==> src/rtl/me_msad_tracker.sv <==
// Minimum-SAD tracker: consumes one row of candidate SADs per handshake and reports
// the global minimum with its column/row, optionally stopping early on a threshold.
module me_msad_tracker #(
  parameter int unsigned CAND_PER_ROW  = 16,
  parameter int unsigned NUM_ROWS      = 16,
  parameter int unsigned SAD_BIT_WIDTH = 14,
  parameter int unsigned COL_BITS      = 5,
  parameter int unsigned ROW_BITS      = 5
) (
  input  logic                                  clk,
  input  logic                                  rst,
  input  logic                                  start_i,
  input  logic                                  early_term_en_i,
  input  logic [SAD_BIT_WIDTH-1:0]              threshold_i,
  input  logic                                  batch_valid_i,
  output logic                                  batch_ready_o,
  input  logic [CAND_PER_ROW*SAD_BIT_WIDTH-1:0] sad_batch_i,
  output logic                                  result_valid_o,
  input  logic                                  result_ready_i,
  output logic [SAD_BIT_WIDTH-1:0]              msad_o,
  output logic [COL_BITS-1:0]                   msad_col_o,
  output logic [ROW_BITS-1:0]                   msad_row_o,
  output logic                                  early_term_o,
  output logic                                  busy_o
);

  localparam int unsigned W     = SAD_BIT_WIDTH;
  localparam int unsigned CNT_W = $clog2(NUM_ROWS + 1);

  typedef enum logic [1:0] {IDLE, ACCUM, DRAIN, FLUSH} state_t;

  state_t state, state_next;

  logic [CNT_W-1:0]    row_cnt;
  logic                first;
  logic                en_q;
  logic [W-1:0]        thr_q;

  logic                s1_valid, s1_last;
  logic [W-1:0]        s1_min;
  logic [COL_BITS-1:0] s1_col;
  logic [ROW_BITS-1:0] s1_row;

  logic                s2_valid, s2_last, s2_hit;

  logic [W-1:0]        run_min;
  logic [COL_BITS-1:0] run_col;
  logic [ROW_BITS-1:0] run_row;

  logic                accept_c, start_c, last_acc_c, load_c, hit_c;
  logic [CNT_W-1:0]    cnt_next_c;
  logic [W-1:0]        row_min_c;
  logic [COL_BITS-1:0] row_col_c;

  assign accept_c   = batch_valid_i & batch_ready_o;
  assign start_c    = (state == IDLE) & start_i & ~result_valid_o;
  assign cnt_next_c = row_cnt + CNT_W'(accept_c);
  assign last_acc_c = (state == ACCUM) & accept_c & (row_cnt == CNT_W'(NUM_ROWS - 1));
  assign load_c     = s1_valid & (first | (s1_min < run_min));
  assign hit_c      = load_c & en_q & (s1_min <= thr_q);

  // Row minimum; strict compare keeps the lowest column on ties.
  always_comb begin
    row_min_c = sad_batch_i[W-1:0];
    row_col_c = '0;
    for (int unsigned c = 1; c < CAND_PER_ROW; c++) begin
      if (sad_batch_i[c*W +: W] < row_min_c) begin
        row_min_c = sad_batch_i[c*W +: W];
        row_col_c = COL_BITS'(c);
      end
    end
  end

  always_ff @(posedge clk) begin
    if (rst) state <= IDLE;
    else     state <= state_next;
  end

  always_comb begin
    state_next = state;
    case (state)
      IDLE: begin
        if (start_c) state_next = ACCUM;
      end
      ACCUM: begin
        if (hit_c) begin
          state_next = (cnt_next_c == CNT_W'(NUM_ROWS)) ? FLUSH : DRAIN;
        end else if (last_acc_c) begin
          state_next = FLUSH;
        end
      end
      DRAIN: begin
        if (accept_c && (cnt_next_c == CNT_W'(NUM_ROWS))) state_next = IDLE;
      end
      FLUSH: begin
        if (!s1_valid && !s2_valid) state_next = IDLE;
      end
      default: state_next = IDLE;
    endcase
  end

  always_ff @(posedge clk) begin
    if (rst) begin
      batch_ready_o <= 1'b0;
      busy_o        <= 1'b0;
    end else begin
      batch_ready_o <= (state_next == ACCUM) || (state_next == DRAIN);
      busy_o        <= (state_next != IDLE);
    end
  end

  // Counters, two-stage min pipeline and result register.
  always_ff @(posedge clk) begin
    if (rst) begin
      row_cnt        <= '0;
      first          <= 1'b0;
      en_q           <= 1'b0;
      thr_q          <= '0;
      s1_valid       <= 1'b0;
      s1_last        <= 1'b0;
      s1_min         <= '0;
      s1_col         <= '0;
      s1_row         <= '0;
      s2_valid       <= 1'b0;
      s2_last        <= 1'b0;
      s2_hit         <= 1'b0;
      run_min        <= '0;
      run_col        <= '0;
      run_row        <= '0;
      result_valid_o <= 1'b0;
      msad_o         <= '0;
      msad_col_o     <= '0;
      msad_row_o     <= '0;
      early_term_o   <= 1'b0;
    end else begin
      if (start_c) begin
        row_cnt <= '0;
        first   <= 1'b1;
        en_q    <= early_term_en_i;
        thr_q   <= threshold_i;
      end else if (accept_c) begin
        row_cnt <= cnt_next_c;
      end

      // A termination hit discards whatever row is being accepted on the same edge.
      s1_valid <= (state == ACCUM) & accept_c & ~hit_c;
      if (accept_c) begin
        s1_min  <= row_min_c;
        s1_col  <= row_col_c;
        s1_row  <= ROW_BITS'(row_cnt);
        s1_last <= last_acc_c;
      end

      s2_valid <= s1_valid;
      s2_last  <= s1_valid & s1_last;
      s2_hit   <= hit_c;

      if (load_c) begin
        run_min <= s1_min;
        run_col <= s1_col;
        run_row <= s1_row;
        first   <= 1'b0;
      end

      if (result_valid_o && result_ready_i) begin
        result_valid_o <= 1'b0;
        msad_o         <= '0;
        msad_col_o     <= '0;
        msad_row_o     <= '0;
        early_term_o   <= 1'b0;
      end
      if (s2_valid && (s2_last || s2_hit)) begin
        result_valid_o <= 1'b1;
        msad_o         <= run_min;
        msad_col_o     <= run_col;
        msad_row_o     <= run_row;
        early_term_o   <= s2_hit;
      end
    end
  end

endmodule

==> config.mk <==
export PLATFORM = sky130hd
export DESIGN_NAME = me_msad_tracker
export DESIGN_NICKNAME = d
export VERILOG_FILES = /design/src/rtl/me_msad_tracker.sv
export SDC_FILE = /design/constraint.sdc
export NUM_CORES = 1
export LEC_CHECK = 0
export BUFFER_PORTS_ARGS = -buffer_cell sky130_fd_sc_hd__buf_2
export CORE_AREA = 2 2 166 168
export CTS_CLUSTER_DIAMETER = 50
export DETAILED_ROUTE_END_ITERATION = 12
export DIE_AREA = 0 0 168 170
export PLACE_DENSITY = 0.82
export SLEW_MARGIN = 15
export SYNTH_ARGS = -nofsm -noshare
export SYNTH_HDL_FRONTEND = slang
export SYNTH_SLANG_ARGS = --single-unit
==> constraint.sdc <==
create_clock -name clk -period 79.2 [get_ports clk]
set_input_delay 15.84 -clock clk [delete_from_list [all_inputs] [get_ports clk]]
set_output_delay 15.84 -clock clk [all_outputs]
set_load 0.05 [all_outputs]
==> results_dict.tcl <==
set metrics [dict create \
    required_ns 79.45 \
    max_freq_mhz 18.8 \
    ys_warn_count 0 \
    post_cts_resized 0 \
    maxCapViolations 0 \
    relSlewSlack 0.274 \
    crit_fanout 29 \
    crit_path_max_incr_delay_ns 0.91 \
    synth_largest_area_cell "ha_1" \
    placed_cell_area_um2 14700 \
    end_kind "flip-flop" \
    synth_xor_area_frac 0.0164 \
    rr_endpoint "batch_ready_o" \
    wl_per_cell_um 16.8 \
    final_max_slew_viol_count 0 \
    layout.nets 2476 \
    cts_setup_buffers 0 \
    final_cell_area_um2 15100 \
    synth.top_cell.area_share 0.179 \
    antenna_found_initial 2 \
    hp-start "s1_row[3]" \
    r2r.worst_path.cells 27 \
    postSynth.asyncResetShare 0 \
    worstHoldPathType "flip-flop to flip-flop" \
    ant_nets 0 \
    via_per_inst 5.99 \
    synth.most_common_cell "a21oi_1" \
    worstPathArrival_ns 53.43 \
    die-area_um2 28600 \
    core_um2 26700 \
    synth-seq-area-share 0.153 \
    drtIter0Drc 1019 \
    htree_levels 3 \
    rsz0062_at_grt "false" \
    routabilityCongestion 0.973 \
    avgSynthCellArea_um2 7.23 \
    timing.final.crit_share 0.672 \
    setup_viol 0 \
    synth-edff-count 0 \
    dieHeight_um 170 \
    holdBufCountCts 0 \
    netlist_area_um2 13200 \
    grt_remaining_overflow 0 \
    grt_max_degree 99 \
    synthCells 1830 \
    num_rows 60 \
    synth-main-ff-cell "dfxtp_1" \
    clk_latency_ns 0.35 \
    initial_core_util 0.496 \
    synthDistinctLibCells 110 \
    synth.area.mux_share 0.0538 \
    status "complete, no violations" \
    synth-simple-area-share 0.203 \
    num_io_pins 272 \
    min_to "run_row[3]" \
    finalHoldViolCount 0 \
    portBuffers 270 \
    critPathKind "primary input to flip-flop" \
    worst-path-buf-inv 15 \
    synth_compound_area_frac 0.319 \
    synth_top_family_by_area "compound AO/OA/AOI/OAI gates" \
    dieWidth_um 168 \
    cts_buffers 9 \
    clock_path_buffers 2 \
    ys_ff_latch 101 \
    grt_pass1_vias 13400 \
    drive_gt1_frac 0.185 \
    tns_ns 0 \
    synth.area.top_cells "ha_1 18%, dfxtp_1 15%, a21oi_1 8.5%" \
    mappedNetlistNets 2263 \
    grt_pass1_wl_um 64600 \
    grt_use_total 0.270 \
    clkTransAtPathRegs_ns 0.07 \
    drtPass1Iterations 6 \
    r2r_start "s1_min[1]" \
    wl_um 40200 \
    cp_slowest_cell "o22ai_2" \
    critPathLaunchType "primary input" \
    vias 14300 \
    syn2layout_area_growth_pct 13.8 \
    path_delay_family "compound AO/OA/AOI/OAI gates" \
    synth-adder-area-share 0.183 \
    drc 0 \
    netlist_top_cells_count "225 x a21oi_1, 204 x nor2_1, 190 x nand2_1" \
    worst_pin_slew_ns 1.09 \
    rrSetupSlack_ns 74.45 \
    clock-sinks 101 \
    dpl.hpwl_um 33200 \
    final.setup_skew_ns 0.00581 \
    cts_root_buf "clkbuf_16" \
    cts_tree "done" \
    critPathMostFrequentCell "a21oi_1" \
    hold_path_depth 2 \
    min_period_ns 53.19 \
]
layout by cell type (no fill, tap or decap), types with 7 or more instances in the layout:
cell and count:
xor2_1 13, nor2_1 204, buf_4 8, o22ai_1 8
a21oi_1 225, a211o_1 19, nand3_1 26, a21o_1 51
nor2b_1 20, nand2_1 190, o211a_1 8, clkbuf_16 9
and2_1 10, and4_1 7, a211oi_1 25, nand4_1 20
o31ai_1 7, xnor2_1 8, mux2i_1 41, o211ai_1 12
ha_1 189, nor3_1 18, o2111ai_1 9, nand2b_1 24
or3_1 7, buf_2 270, o221ai_1 7, nor4_1 10
and3_1 10, a22oi_1 26, dfxtp_1 101, or2_2 10
inv_1 165, mux2_2 17, o21a_1 11, o21ai_0 92
a31oi_1 14
per-layer routing:
metal | global-route usage | up-vias | routed length (µm)
met2 | 0.463 | 617 | 18400
met4 | 0.0964 | 2 | 1340
li1 | - | 7093 | -
met5 | 0 | - | 11
met3 | 0.0263 | 103 | 2800
met1 | 0.354 | 6504 | 17700
cell families after synthesis:
family                   after synthesis
flip-flops                           101
AO/OA/AOI/OAI                        621
XOR/XNOR                              23
AND/OR/NAND/NOR                      583
other                                  1
multiplexers                          65
adder cells (fa/ha/maj)              194
buffers and inverters                242
flip-flops by register name, summed over array words and instances, names as in the netlist, 2 cells and up:
name and cells:
run_min 14, s1_min 14, state 2, msad_row_o 5, row_cnt 5, msad_o 14, thr_q 14, run_row 5
msad_col_o 4, s1_row 5, run_col 4, s1_col 4
tightest hold or removal path, delay by kind of cell, from the launching register on:
kind             cells  cell delay, ns
AO/OA/AOI/OAI        1            0.05
AND/OR/NAND/NOR      1            0.05
flip-flops           1            0.31
cell type report:
class	instances	area, µm²
Fill cell	2469	11600
Multi-Input combinational cell	1487	10300
Sequential cell	101	2020
Timing Repair Buffer	278	1410
Inverter	166	623
Tap cell	341	427
Clock buffer	9	225
Clock inverter	7	85.1
Antenna cell	1	2.50
metrics by stage:
step / util / hold WS (ns) / worst slack, ns / instances
5_1_grt: 0.565 / 0.476 / 22.25 / 2389
3_5_place_dp: 0.553 / 0.448 / 26.20 / 2373
6_report: 0.565 / 0.454 / 26.01 / 2390
3_3_place_gp: 0.553 / 0.442 / 27.21 / 2373
4_1_cts: 0.565 / 0.460 / 26.51 / 2389
2_1_floorplan: - / 0.430 / 30.71 / 1830
how the worst max path moves through the flow:
stage                    start        end  slack, ns  depth (start not counted)
2_1_floorplan   sad_batch_i[9]  s1_min[5]      30.71                        187
3_3_place_gp   sad_batch_i[13]  s1_col[2]      27.21                        161
3_5_place_dp    sad_batch_i[8]  s1_min[6]      26.20                        168
4_1_cts        sad_batch_i[13]  s1_min[6]      26.51                        167
5_1_grt        sad_batch_i[13]  s1_min[6]      22.25                        164
6_report       sad_batch_i[13]  s1_min[6]      26.01                        164
Power is not shown: default switching activity piles up to over one toggle a cycle in this logic, so the estimate is an artifact.
